**config.mk**
```make
export PLATFORM = sky130hd
export DESIGN_NAME = proc_perf_counters
export DESIGN_NICKNAME = d
export VERILOG_FILES = /design/src/rtl/proc_perf_pkg.sv /design/src/rtl/sat_counter.sv /design/src/rtl/proc_perf_counters.sv
export SDC_FILE = /design/constraint.sdc
export NUM_CORES = 1
export LEC_CHECK = 0
export CAP_MARGIN = 20
export CORE_MARGIN = 8
export CORE_UTILIZATION = 35
export CTS_BUF_LIST = sky130_fd_sc_hd__clkbuf_16
export DETAILED_ROUTE_END_ITERATION = 12
export PLACE_DENSITY_LB_ADDON = 0.3
export SLEW_MARGIN = 25
export SYNTH_ARGS = -nofsm -noshare
export SYNTH_HDL_FRONTEND = slang
export SYNTH_HIERARCHICAL = 1
export SYNTH_SLANG_ARGS = --single-unit
```
**constraint.sdc**
```tcl
create_clock -name clk -period 4.5 [get_ports clk]
set_clock_uncertainty 0.1 [all_clocks]
set_input_delay 1.125 -clock clk [delete_from_list [all_inputs] [get_ports clk]]
set_output_delay 1.125 -clock clk [all_outputs]
set_load 0.005 [all_outputs]
```
**src/rtl/proc_perf_pkg.sv**
```systemverilog
// proc_perf_pkg
//   Shared definitions for the processor performance-counter block:
//   the control FSM state encoding, the counter index map used both for
//   the increment vector and the read-select port, and the counter count.
package proc_perf_pkg;

    typedef enum logic [1:0] {
        IDLE   = 2'd0,
        RUN    = 2'd1,
        HALTED = 2'd2
    } perf_state_t;

    localparam int NUM_CNT = 7;

    // Counter index map; also the rd_sel encoding.
    localparam int CYC   = 0;
    localparam int INST  = 1;
    localparam int IREQ  = 2;
    localparam int IHIT  = 3;
    localparam int DREQ  = 4;
    localparam int DHIT  = 5;
    localparam int STALL = 6;

endpackage

```
**src/rtl/sat_counter.sv**
```systemverilog
// sat_counter
//   Saturating up-counter with a sticky overflow flag. The count stops at
//   all-ones; an increment request while already at all-ones sets ovf,
//   which stays set until clr or rst.
// Ports:
//   clk  - clock
//   rst  - asynchronous active-high reset (clears cnt and ovf)
//   clr  - synchronous clear of cnt and ovf, wins over inc
//   inc  - increment request for this cycle
//   cnt  - current count
//   ovf  - sticky saturation flag
module sat_counter #(
    parameter int CNT_W = 32
) (
    input  logic             clk,
    input  logic             rst,
    input  logic             clr,
    input  logic             inc,
    output logic [CNT_W-1:0] cnt,
    output logic             ovf
);

    logic atMax;

    assign atMax = &cnt;

    always_ff @(posedge clk or posedge rst) begin
        if (rst) begin
            cnt <= '0;
            ovf <= 1'b0;
        end else if (clr) begin
            cnt <= '0;
            ovf <= 1'b0;
        end else if (inc) begin
            if (atMax) begin
                ovf <= 1'b1;
            end else begin
                cnt <= cnt + 1'b1;
            end
        end
    end

endmodule

```
**src/rtl/proc_perf_counters.sv**
```systemverilog
// proc_perf_counters
//   Performance counters fed by the pipeline's per-cycle commit, cache and
//   stall strobes. A small FSM (IDLE -> RUN -> HALTED) gates counting:
//   counters advance only while the registered state is RUN, which includes
//   the cycle in which halt is sampled. clr returns to IDLE from any state
//   and zeroes counters and overflow flags. There is no valid/ready
//   handshake: every input is a single-cycle strobe sampled on each edge.
// Ports:
//   clk, rst     - clock, asynchronous active-high reset
//   start        - leave IDLE and begin counting (ignored elsewhere)
//   clr          - synchronous clear, forces IDLE, highest priority
//   reg_write    - register file written this cycle
//   mem_write    - data memory written this cycle
//   halt         - halt at MEM/WB; RUN -> HALTED
//   stall        - pipeline stalled this cycle
//   icache_req/icache_hit, dcache_req/dcache_hit - cache strobes
//   rd_sel       - counter select (indices in proc_perf_pkg; 7 reads 0)
//   rd_data      - registered value of the selected counter
//   ovf          - sticky per-counter saturation flags
//   running      - state is RUN
//   halted       - state is HALTED
//   dbgState     - registered FSM state for observation
module proc_perf_counters
    import proc_perf_pkg::*;
#(
    parameter int CNT_W = 32
) (
    input  logic               clk,
    input  logic               rst,
    input  logic               start,
    input  logic               clr,
    input  logic               reg_write,
    input  logic               mem_write,
    input  logic               halt,
    input  logic               stall,
    input  logic               icache_req,
    input  logic               icache_hit,
    input  logic               dcache_req,
    input  logic               dcache_hit,
    input  logic [2:0]         rd_sel,
    output logic [CNT_W-1:0]   rd_data,
    output logic [NUM_CNT-1:0] ovf,
    output logic               running,
    output logic               halted,
    output perf_state_t        dbgState
);

    perf_state_t stateQ;
    perf_state_t stateD;

    logic [NUM_CNT-1:0] incVec;
    logic [CNT_W-1:0]   cntArr [NUM_CNT];
    logic [CNT_W-1:0]   rdNext;

    // State register.
    always_ff @(posedge clk or posedge rst) begin
        if (rst) begin
            stateQ <= IDLE;
        end else begin
            stateQ <= stateD;
        end
    end

    // Next-state logic; clr overrides both start and halt.
    always_comb begin
        stateD = stateQ;
        if (clr) begin
            stateD = IDLE;
        end else begin
            case (stateQ)
                IDLE:    if (start) stateD = RUN;
                RUN:     if (halt)  stateD = HALTED;
                HALTED:  stateD = HALTED;
                default: stateD = IDLE;
            endcase
        end
    end

    assign running  = (stateQ == RUN);
    assign halted   = (stateQ == HALTED);
    assign dbgState = stateQ;

    // Increment decode. Hits only count alongside their request, and an
    // instruction counts once even if several commit strobes coincide.
    always_comb begin
        incVec = '0;
        if (running && !clr) begin
            incVec[CYC]   = 1'b1;
            incVec[INST]  = halt | reg_write | mem_write;
            incVec[IREQ]  = icache_req;
            incVec[IHIT]  = icache_req & icache_hit;
            incVec[DREQ]  = dcache_req;
            incVec[DHIT]  = dcache_req & dcache_hit;
            incVec[STALL] = stall;
        end
    end

    for (genvar g = 0; g < NUM_CNT; g++) begin : gCnt
        sat_counter #(
            .CNT_W (CNT_W)
        ) uCnt (
            .clk (clk),
            .rst (rst),
            .clr (clr),
            .inc (incVec[g]),
            .cnt (cntArr[g]),
            .ovf (ovf[g])
        );
    end

    // Read mux; unmapped selects fall through to zero.
    always_comb begin
        rdNext = '0;
        for (int i = 0; i < NUM_CNT; i++) begin
            if (rd_sel == 3'(i)) begin
                rdNext = cntArr[i];
            end
        end
    end

    // Registered read: shows counter values from before this edge.
    always_ff @(posedge clk or posedge rst) begin
        if (rst) begin
            rd_data <= '0;
        end else begin
            rd_data <= rdNext;
        end
    end

endmodule

```
# == Yosys cells after proc, flatten, opt, wreduce, memory -nomap -nowiden ==
# Cells that the tools add are included.
# totals
ff_bits,265
latch_bits,0
ramBits,0
mem_bits_ro,0
in_bits,15
output_inout_bits,43
elab_cells,138
n_memories,0
# classes
add_sub_neg,7
multipliers,0
div,0
magnitude_cmp,0
eq_ne,17
shifts,0
n_mux,54
bitwise,4
reduce_logical,40
# op_table
cell,n
$mux 32,28
$add 32x1->32 const B,7
$reduce_and 32->1,7
$reduce_and 2->1,15
$reduce_bool 2->1,14
$mux 1,21
$ne 2x2->1 const B,7
$eq 3x3->1 const B,3
$mux 7,1
$eq 3x2->1 const B,2
$mux 2,3
$ne 3x3->1 const B,2
$pmux 2 s3,1
$eq 3x1->1 const B,1
$logic_not 3->1,1
$and 1x1->1,2
$eq 2x1->1 const B,1
$eq 2x2->1 const B,1
$logic_not 2->1,1
$or 1x1->1,2
$logic_and 1x1->1,1
$logic_not 1->1,1

# == Logic depth before layout (Yosys ltp) ==
# Gate-level depths: netlist (run 1).
# depth
depth_word,8
depth_mapped,10
depth_no_buf,9

# == Modules after synthesis ==
# The synthesis (run 1) kept the hierarchy.
# by_module_without_submodules
mod,n_inst,cells_per_inst,area_per_inst_um2,seq_area_each_um2
sat_counter,7,207,1914.3,825.8
proc_perf_counters,1,358,3389.5,850.8

# == Worst setup path after synthesis (run 1) ==
# Ideal clock, no wire load.
# synth_path
path_kind,input port to flip-flop
start,input clr
end,register gCnt[3].uCnt.cnt[23]
setup_ns,0.078
arrival_ns,2.984
required_time_ns,4.322
slack_ns,1.338
path_stages,8
path_buffers,1
cell_sequence,nor2b_1 and3_1 and3_1 buf_2 nor3b_4 o211ai_2 or3_1 a21oi_1
# synth_between
elab_chain_cells,5
word_cells_on_any_way,7
classes_between,eq/ne: 1; mux: 2; reduce/logical: 4
# synth_rtl
element,line,text
from (decl),proc_perf_counters.sv:31,"input logic clr,"
$logic_not 1->1,proc_perf_counters.sv:87,if (running && !clr) begin
$logic_and 1x1->1,proc_perf_counters.sv:87,
$mux 7,proc_perf_counters.sv:87,
net incVec[3],proc_perf_counters.sv:51,logic [NUM_CNT-1:0] incVec;
$reduce_bool 2->1 (no line),--,
$reduce_and 2->1 (no line),--,
to (signal assigned),sat_counter.sv:38,cnt <= cnt + 1'b1;
to (decl),sat_counter.sv:19,"output logic [CNT_W-1:0] cnt,"
# The timed path passes the listed nets, and every way through them passes these cells.
# A chain may end at the register's enable or synchronous reset.

# == Worst setup path in the final report (run 1) ==
# layout_path
start,"register stateQ[1], in the netlist dbgState[1]"
end,register gCnt[3].uCnt.cnt[23]
# layout_between
elab_chain_cells,5
# layout_rtl
element,line,text
from (decl),proc_perf_counters.sv:48,perf_state_t stateQ;
from (signal assigned),proc_perf_counters.sv:60,stateQ <= stateD;
$eq 2x1->1,proc_perf_counters.sv:79,assign running = (stateQ == RUN);
$logic_and 1x1->1,proc_perf_counters.sv:87,
$mux 7,proc_perf_counters.sv:87,
net incVec[3],proc_perf_counters.sv:51,
$reduce_bool 2->1 (no line),--,
$reduce_and 2->1 (no line),--,
# The timed path passes the listed nets, and every way through them passes these cells.

==> impl_metrics.ini, run 1 <==
[critical_path]
reg2regPathDepth = 10
cp_max_fo = 9
arrival_ns = 3.69
end_kind = flop
cp-start-kind = flop
worst_path_max_delay_cell = dfrtp_1
critical_path.cell_chain = inv_1 -> ha_1 -> nor2b_1 -> buf_4 -> and3_1 -> and3_1 -> nor3b_4 -> o211ai_2 -> or3_1 -> a21oi_1
worst_path_most_repeated_cell = and3_1
critPathMaxStageDelay_ns = 0.40
critPathRequiredTime_ns = 4.86
path_class = reg2reg

[floorplan]
die_area_mm2 = 0.0552
start_util_pct = 35.3
io_pins = 58
fp-row-count = 80
core_region_area_mm2 = 0.0475
die_width_um = 235
die_h_um = 235

[sta]
slew_violations = 0
finalCritPeriodShare_pct = 74.1
hold_ws_ns = 0.394
relSlewSlack_pct = 42.4
max_freq_mhz = 300
finalHoldViolCount = 0
fin_setup_tns_ns = 0
period_needed_ns = 3.34
setup_viol = 0
rsz0062_at_grt = no
worst_pin_slew_ns = 0.864

[yosys]
ys_seq_elements = 265
synth.distinct_cells = 51
syn_area_per_cell_um2 = 9.29
syn-num-nets = 1832
synth.top_cells.by_area = dfrtp_1 (39%), a21oi_1 (6.4%), or3_1 (3.7%)
syn-cell-area_mm2 = 0.0168
ys.flop_type = dfrtp_1
ys_seq_area_share_pct = 39.5
syn_inst = 1807
yosys_warnings = 6
synthArstFlopShare_pct = 100
synth_top_area_cell = dfrtp_1
synth_edf_count = 0
post-synth-top-area-fraction_pct = 39.5

[clock_tree]
cts_tree = yes
cts_resized = 0
numCtsBuffers = 34
cts.path.max_buffers = 3
root_buffer = clkbuf_16
clock_sinks = 265
clkLatencyLatePin_ns = 0.55
clk_pin_slew_ns = 0.06
ctsHoldBuffers = 0
post-cts-setup-buffer-count = 0
cts_max_level = 2

[grt]
grt_max_degree = 119
grt_overflow = 0
grt_pass1_wl_um = 84400
grt_pass1_vias = 14181
gr-usage-all-layers_pct = 18.9
antenna_found_initial = 0

[min_path]
hp-class = reg2reg
min_path_cells = 2

[pwr]
ir_worst_vdd_mv = 0.198
power_density_mw_per_mm2 = 289
p_leak_nw = 7.21
total_power_mw = 5.45

[drt]
drtAntennaViolNets = 0
firstDrtPassIters = 6
drt_wl_total_um = 53800
post_drt_wl_per_cell_um = 21.8
vias = 15176
drc_errors = 0
drtIter0Drc = 1726
via_per_inst = 6.16

[final_layout]
final_util_pct = 39.7
fill_cells = 4734
drive_gt1_share_pct = 10.2
antenna_cells = 0
layout_commonest_cell = dfrtp_1
syn_to_final_growth_pct = 12.3
nets = 1851
final_cell_mix = dfrtp_1 (265), a21oi_1 (216), nand2_1 (120)

[run_status]
status = finished clean

[placement]
port_buffers = 57
gp_congestion = 0.920
dp_hpwl_um = 38600

[run]
cap_violations = 0
## stage by stage
step                cells  area [um2]  setup slack (ns)
finish               2464       18900              1.16
global route         2464       18900             0.954
CTS                  2464       18900              1.18
detailed placement   2405       17800             0.829
global placement     2405       17800             0.878
floorplan            1807       16800              1.34
## area by class of cell
class	instances	area [um2]	share of cell area [%]
repair buffers	81	769	4.08
flip-flops and latches	265	6630	35.2
clock buffers	37	926	4.91
inverters	33	124	0.657
clock inverters	22	149	0.790
well taps	615	769	4.08
multi-input cells	1411	9480	50.3
## power breakdown
part / total, mW / switching (mW) / internal, mW
Sequential: 2.42 / 0.0150 / 2.41
Combinational: 0.354 / 0.234 / 0.121
Clock: 2.67 / 1.09 / 1.59
Total: 5.45 / 1.33 / 4.11
## synth_stat cells, drive strengths merged (17+ instances only)
library cell,n
or4,42
clkbuf,30
nand2b,35
nand4,91
and2,31
nor3,49
mux2,32
o31ai,42
nor4,21
nand3,70
o21ai,98
buf,68
a221oi,32
or3,98
dfrtp,265
mux2i,32
o32ai,32
and4,56
a21oi,216
xnor2,28
nand2,127
and3,17
o2bb2ai,32
inv,33
nor2,103
## per-layer routing
layer  part of all wire, %  vias up  routed length, um  GRT usage, %
li1                      -     7024                  -             -
met1                    45     7531              24000          26.4
met2                    44      533              23700          28.9
met3                   7.6       88               4080          3.62
met4                   3.7        0               1970          6.92
met5                     0        -                  0             0
## cells by family (layout without fill, tap and decap cells)
group,Yosys count,in the layout,share of synthesized area [%]
muxes,64,64,4.05
and+or+nand+nor,777,777,28.4
buffers and inverters,131,173,4.04
xor gates and xnor gates,42,42,2.19
DFF,265,265,39.5
AOI/OAI and AO/OA,518,518,21.0
adders and majority gates,10,10,0.745
## final timing paths
check | startpoint | endpoint | slack, ns
max | dbgState[1]$_DFFE_PP0P_ | gCnt[3].uCnt/cnt[23]$_DFFE_PP0P_ | 1.16
min | gCnt[0].uCnt/ovf$_DFFE_PP0P_ | gCnt[0].uCnt/ovf$_DFFE_PP0P_ | 0.39
max reg2reg | dbgState[1]$_DFFE_PP0P_ | gCnt[3].uCnt/cnt[23]$_DFFE_PP0P_ | 1.16
min reg2reg | gCnt[0].uCnt/ovf$_DFFE_PP0P_ | gCnt[0].uCnt/ovf$_DFFE_PP0P_ | 0.39
max in group asynchronous | rst | gCnt[1].uCnt/cnt[17]$_DFFE_PP0P_ | 2.28
min in group asynchronous | rst | dbgState[0]$_DFFE_PP0P_ | 1.05
## state kept, by name, indices dropped and copies added, names as in the netlist
name           count
gCnt.uCnt/ovf      7
dbgState           2
gCnt.uCnt/cnt    224
rd_data           32
## critical path, delay by kind of cell, from the launching register on
kind            cells  cell delay [ns]
simple gates        5             1.68
flops               1             0.40
compound gates      2             0.40
fa+ha+maj           1             0.34
buf+inv             2             0.32
Note: power is estimated with default switching activity, not from simulation.
==> run 2, diff against run 1 <==
==> constraint.sdc (replaced) <==
create_clock -name clk -period 3 [get_ports clk]
set_clock_uncertainty 0.1 [all_clocks]
set_input_delay 0.75 -clock clk [delete_from_list [all_inputs] [get_ports clk]]
set_output_delay 0.75 -clock clk [all_outputs]
set_load 0.005 [all_outputs]
==> impl_metrics.ini, run 2 (synthesized netlist as in run 1, its figures left out) <==
[floorplan]
die_area_mm2 = 0.0552
fp-row-count = 80
die_h_um = 235
start_util_pct = 35.3
io_pins = 58
die_width_um = 235
core_region_area_mm2 = 0.0475

[run]
cap_violations = 0

[clock_tree]
clock_sinks = 265
root_buffer = clkbuf_16
clk_pin_slew_ns = 0.06
clkLatencyLatePin_ns = 0.59
cts.path.max_buffers = 3
cts_tree = yes
ctsHoldBuffers = 0
numCtsBuffers = 31
cts_max_level = 1

[critical_path]
end_kind = flop
arrival_ns = 3.33
worst_path_max_delay_cell = dfrtp_1
cp_max_fo = 9
critPathRequiredTime_ns = 3.40
worst-r2r-setup-slack_ns = 0.07
timing.critical_path.buf_inv = 5
cp-start-kind = flop
critPathMaxStageDelay_ns = 0.40
timing.rr.end = gCnt[1].uCnt/cnt[14]$_DFFE_PP0P_
r2r_start = dbgState[1]$_DFFE_PP0P_
crit_family = simple AND/OR/NAND/NOR gates
path_class = reg2reg
critical_path.cell_chain = inv_1 -> ha_2 -> buf_12 -> nor2b_2 -> buf_6 -> o31a_1 -> buf_4 -> buf_4 -> and2_1 -> and4_1 -> o41ai_4 -> or3_1 -> a21oi_1
reg2regPathDepth = 13
worst_path_most_repeated_cell = buf_4

[min_path]
worstHoldEndpoint = gCnt[5].uCnt/ovf$_DFFE_PP0P_
holdCritStartpoint = gCnt[5].uCnt/ovf$_DFFE_PP0P_
min_path_cells = 2
hp-class = reg2reg

[drt]
vias = 15536
post_drt_wl_per_cell_um = 21.6
drtAntennaViolNets = 0
via_per_inst = 6.11
drtIter0Drc = 1618
drc_errors = 0
firstDrtPassIters = 7
drt_wl_total_um = 54900

[final_layout]
fill_cells = 4677
final_cell_mix = dfrtp_1 (265), a21oi_1 (216), nand2_1 (120)
syn_to_final_growth_pct = 16.2
antenna_cells = 0
drive_gt1_share_pct = 14.3
reg.largest.list = gCnt.uCnt/cnt x224, rd_data x32, gCnt.uCnt/ovf x7
largest_register = gCnt.uCnt/cnt
layout_commonest_cell = dfrtp_1
final_util_pct = 41.0
nets = 1932
largest_reg_flops = 224

[sta]
setup_viol = 0
slew_violations = 0
max_freq_mhz = 341
period_needed_ns = 2.93
rsz0062_at_grt = yes
finalCritPeriodShare_pct = 97.7
relSlewSlack_pct = 50.3
worst_pin_slew_ns = 0.739
hold_ws_ns = 0.395
finalHoldViolCount = 0

[placement]
dp_hpwl_um = 39700
port_buffers = 57
gp_congestion = 0.899

[grt]
antenna_found_initial = 4
grt_pass1_wl_um = 85500
grt_overflow = 0
grt_max_degree = 124
grt_pass1_vias = 14529
gr-usage-all-layers_pct = 19.0

[pwr]
clock_power_share_pct = 46.7
ir_worst_vdd_mv = 0.409
p_seq_share_pct = 45.9
total_power_mw = 7.91
p_leak_nw = 7.53
swShare_pct = 24.8
combPwrFrac_pct = 7.4
power.internal_mw = 5.95
p_switching_mw = 1.96
power_density_mw_per_mm2 = 405

[run_status]
status = finished clean
run 2: cell count changes in the layout (fill, tap and decap cells not counted), sizes merged:
cell,change
buf,+84
clkbuf,-6
clkinv,+2
inv,-2
bufinv,+1
clkinvlp,+1
run 2: metal layers:
layer | track usage, % | wire, um | up-vias
met5 | 0 | 14 | -
met4 | 7.47 | 2320 | 2
met3 | 2.45 | 3480 | 110
met2 | 29.7 | 24500 | 580
met1 | 26.4 | 24600 | 7657
li1 | - | - | 7187
run 2: power groups by stage:
stage	logic [mW]	registers [mW]	clock network, mW
floorplan	0.318	3.69	0
global placement	0.568	3.70	0
detailed placement	0.576	3.70	0
CTS	0.579	3.63	3.79
global route	0.633	3.63	3.92
finish	0.586	3.63	3.69
run 2: timing repair:
action	4_1_cts	5_1_grt
buffers inserted	0	9
setup endpoints to repair	4	79
gates resized for setup	1	11
pin swaps	0	1
run 2: worst max path at each step:
stage,startpoint,to,depth (start not counted)
floorplan,clr,gCnt[3].uCnt/cnt[23]$_DFFE_PP0P_,8
global placement,icache_req,gCnt[3].uCnt/cnt[23]$_DFFE_PP0P_,7
detailed placement,icache_req,gCnt[3].uCnt/cnt[23]$_DFFE_PP0P_,7
CTS,dbgState[1]$_DFFE_PP0P_,gCnt[3].uCnt/cnt[23]$_DFFE_PP0P_,11
global route,dbgState[1]$_DFFE_PP0P_,gCnt[2].uCnt/cnt[25]$_DFFE_PP0P_,11
finish,dbgState[1]$_DFFE_PP0P_,gCnt[1].uCnt/cnt[14]$_DFFE_PP0P_,13
run 2: layout make-up:
type | count | area, um2 | area share, %
clock inverter | 24 | 193 | 0.987
multi-input combinational | 1411 | 9540 | 48.9
tap | 615 | 769 | 3.94
clock buffer | 31 | 776 | 3.98
sequential | 265 | 6630 | 34.0
inverter | 33 | 124 | 0.635
timing repair buffer | 165 | 1480 | 7.58
run 2: per-stage QoR:
stage                     cell area [um2]  setup slack, ns  std cells  setup TNS [ns]
after floorplan                     16800            0.213       1807               0
after global placement              18400          0.00239       2480               0
after detailed placement            18400          -0.0146       2480         -0.0146
after CTS                           19400           0.0499       2535               0
after global routing                19500          -0.0287       2544          -0.128
final                               19500           0.0680       2544               0
run 2: worst register-to-register path, stage by stage, from the launching register on:
cell and delay [ns]:
dfrtp_1 0.40, inv_1 0.11, ha_2 0.21, buf_12 0.13
nor2b_2 0.16, buf_6 0.17, o31a_1 0.23, buf_4 0.15
buf_4 0.10, and2_1 0.15, and4_1 0.26, o41ai_4 0.16
or3_1 0.37, a21oi_1 0.15
==> edit 1, RTL diff (settings of run 1) <==
Make the reset (`rst`) synchronous in 3 clocked blocks. Comments in the files are not updated.
--- a/src/rtl/sat_counter.sv
+++ b/src/rtl/sat_counter.sv
@@ -26,3 +26,3 @@
 
-    always_ff @(posedge clk or posedge rst) begin
+    always_ff @(posedge clk) begin
         if (rst) begin
--- a/src/rtl/proc_perf_counters.sv
+++ b/src/rtl/proc_perf_counters.sv
@@ -55,3 +55,3 @@
     // State register.
-    always_ff @(posedge clk or posedge rst) begin
+    always_ff @(posedge clk) begin
         if (rst) begin
@@ -121,3 +121,3 @@
     // Registered read: shows counter values from before this edge.
-    always_ff @(posedge clk or posedge rst) begin
+    always_ff @(posedge clk) begin
         if (rst) begin
Function: differs if rst is asserted again (counterexample within 4 cycles, from zero or initial values and one cycle with rst high); with rst held inactive, the same outputs for 4 cycles.
==> edit 1 against run 1 <==
  * Synthesized cell count fell by 3.5%
  * Largest power group unchanged
  * Wire length is 10% lower
  * Worst setup slack worse by 460 ps
  * Total power decreased by 6.1%
  * Non-clock buffer count decreased by 8
  * Synthesized area decreased by 12%
  * Final area down 11%
  * Hold slack worse by 30 ps
  * Sequential cell count unchanged
==> edit 1: results (changes against run 1) <==
- The layout buffering overhead excluding clock cells came to 0.04207 (+0.001251).
- The proportion of cell area occupied by registers is 0.3174 (-0.03437).
- The number of non-clock inverters in the layout is 76 (+130%).
- The fraction of the yosys area taken by sequential cells is 0.3598 (-0.03518).
- The violation count after the first detailed-route iteration came to 1572 (-8.9%).
- The share of power burned in combinational logic was 0.048 (-0.017).
- The number of fillers in the final layout was 4175 (-12%).
- The sequential cell area in the final layout is 5305 um2 (-20%).
- The total nets after synthesis was 1769 (-3.4%).
- Tracing the worst setup path back leads to its startpoint at clr.
- The clock network contribution to total cell area is 0.05988 (+0.002873).
- The routed wire length was 48150 um (-10%).
- The mean instance size in the synthesized netlist came to 8.455 um2 (-9.0%).
- The most used flip-flop cell after synthesis is dfxtp_1.
- The commonest cells after synthesis are 265 x dfxtp_1, 128 x nor2_1, 108 x a21oi_1.
- The clock latency at the later pin of the worst-skew pair came to 530 ps (-20 ps).
- The cell count of the worst reg-to-reg path is 9 (-1).
- The largest stage delay on the critical path is 590 ps (+190 ps).
- For this design, the slowest cell found on the critical path is nor2b_2.
- The run finished with clean final reports.
- The area of the die is 48950 um2 (-11%).
- The async set or reset register ratio after synthesis is 0 (-1.000).
- The global routing usage summed across all routing layers is 0.1850 (-0.004371).
- Sorting the synthesized cells by area gives the leading types as dfxtp_1 36%, xor2_1 4.6%, a21oi_1 3.7%.
- The clock buffer count in the final layout was 35 (-5.4%).
- The largest net degree at the start of global routing is 58 (-51%).
- The weighted congestion at the end of routability-driven global placement came to 0.9380 (+2.0%).
- The total leakage power is 0.004999 uW (-31%).
- The non-clock buffer count in the final layout is 73 (-9.9%).
- The number of detailed-route iterations in the first pass is 5 (-1).
- The register-to-register path setup slack is 1000 ps (-160 ps).
-- edit 1: changes by cell type after synthesis, sizes merged, moves of 32 or more --
cell	delta
a221oi	-32
o211ai	+35
o32ai	-32
and4	-35
a21oi	-108
mux2	-32
dfrtp	-265
inv	+43
o2bb2ai	-32
nand2b	-33
xor2	+63
o21ai	+35
dfxtp	+265
-- edit 1: cell families (layout without fill, tap and decap cells) --
family / Yosys count / after routing / synth area share
muxes: 27 / 27 / 0.03445
adders and majority gates: 10 / 10 / 0.008485
AOI/OAI and AO/OA: 436 / 436 / 0.1947
and+or+nand+nor: 761 / 761 / 0.3032
buffers and inverters: 161 / 204 / 0.04947
DFF: 265 / 265 / 0.3598
xor gates and xnor gates: 84 / 84 / 0.04989
-- edit 1: routing by layer --
layer,track usage,share of wire
met1,0.2488,0.45
met2,0.2926,0.45
met3,0.03135,0.068
met4,0.07232,0.038
met5,0,0
==> edit 2, RTL diff (flow settings as in run 1) <==
Without the edit above. `CNT_W` is set to 32 in 2 places; all go to 48.
--- a/src/rtl/sat_counter.sv
+++ b/src/rtl/sat_counter.sv
@@ -12,3 +12,3 @@
 module sat_counter #(
-    parameter int CNT_W = 32
+    parameter int CNT_W = 48
 ) (
--- a/src/rtl/proc_perf_counters.sv
+++ b/src/rtl/proc_perf_counters.sv
@@ -25,3 +25,3 @@
 #(
-    parameter int CNT_W = 32
+    parameter int CNT_W = 48
 ) (
Interface: changed (resized rd_data); port bits go from 58 to 74. The function was not compared with the original's and may differ.
==> edit 2 against run 1 <==
  * Via count is 39% higher
  * Cell count is 43% higher
  * Combinational power is 54% higher
  * Wire length is 43% higher
  * Final area is 42% higher
  * Synthesized area is 42% higher
  * Global-route usage is 0.14 points higher
  * Total power is 43% higher
  * Synthesized cell count is 45% higher
  * Sequential cell count is 128 higher
  * Worst setup slack worse by 360 ps
  * Utilization is 0.19 points higher
  * Die area is 39% higher
  * Largest cell class unchanged
==> edit 2: results (changes against run 1) <==
- The worst hold slack after final layout is 400.7 ps (+6.196 ps).
- The slowest stage cell on the critical path is nor2b_4.
- The wire length of the first global-routing pass is 118500 um (+40%).
- The routed length on met2 was 35220 um (+49%).
- The instance area after placement is 25400 um2 (+43%).
- The sequential cell area in the final layout is 9834 um2 (+48%).
- The total nets after synthesis is 2640 (+44%).
- For hold timing, the worst endpoint is gCnt[4].uCnt/ovf$_DFFE_PP0P_.
- The area fraction in compound gates after synthesis is 0.1727 (-0.03762).
- The register-to-register path setup slack is 810 ps (-360 ps).
- The via count of the first global-routing pass is 19610 (+38%).
- The xor/xnor cell area share of the yosys netlist is 0.07259 (+0.05068).
- The peak supply drop is 237.1 uV (+20%).
- The number of cells after detailed placement is 3437 (+43%).
- The number of fillers in the final layout is 6589 (+39%).
- The final critical-path share of the clock period is 0.8205 (+0.07930).
- The share of cells above drive strength 1 was 0.08947 (-0.01275).
- The total half-perimeter wirelength after legalization and detailed placement is 54440 um (+41%).
- The met1 wire length is 34880 um (+45%).
- The run finished with clean final reports.
- The routing usage on met3 is 0.02410 (-0.01207).
- In the synthesized netlist, the cells that appear most often are 393 x dfrtp_1, 368 x nor2_1, 159 x a21oi_1.
- The startpoint of the most critical hold path is gCnt[4].uCnt/ovf$_DFFE_PP0P_.
- The violation count after the first detailed-route iteration is 2472 (+43%).
- The synthesized-area fraction occupied by adder cells is 0.005238 (-0.002215).
- The data arrival time of the critical path is 4060 ps (+370 ps).
- The overall via count from detail_route is 21130 (+39%).
- The met2 capacity usage during global routing is 0.2997 (+0.01092).
- The clock latency at the later pin of the worst-skew pair is 600 ps (+50 ps).
- The global routing met1 resource utilization was 0.2751 (+0.01097).
- The average detailed-routed wire length per instance is 21.86 um (+0.13%).
- The portion of netlist area occupied by mux cells is 0.05321 (+0.01267).
- The largest stage delay on the critical path is 550 ps (+150 ps).
-- edit 2: cell types whose count changed after synthesis, moves of 33 or more --
| cell | run 1 | this run |
|---|---|---|
| a21oi_1 | 216 | 159 |
| a221oi_1 | 15 | 48 |
| and4_1 | 56 | 21 |
| clkbuf_1 | 30 | 110 |
| dfrtp_1 | 265 | 393 |
| nand3_1 | 70 | 130 |
| nor2_1 | 103 | 368 |
| nor3_1 | 35 | 74 |
| o2111ai_1 | 7 | 48 |
| xnor2_1 | 28 | 96 |
| xor2_1 | 14 | 102 |
-- edit 2: cell type report --
| type | instances | share of cell area |
|---|---|---|
| inverter | 39 | 0.005452 |
| tap | 873 | 0.04068 |
| multi-input combinational | 2016 | 0.4922 |
| clock buffer | 47 | 0.04380 |
| clock inverter | 38 | 0.009925 |
| sequential | 393 | 0.3663 |
| antenna | 1 | 0.00009320 |
| timing repair buffer | 116 | 0.04161 |
-- edit 2: report_power, final --
group          internal, uW  total (uW)  switching, uW
clock                  2070        3660           1590
sequential             3570        3590           25.3
combinational           173         546            372
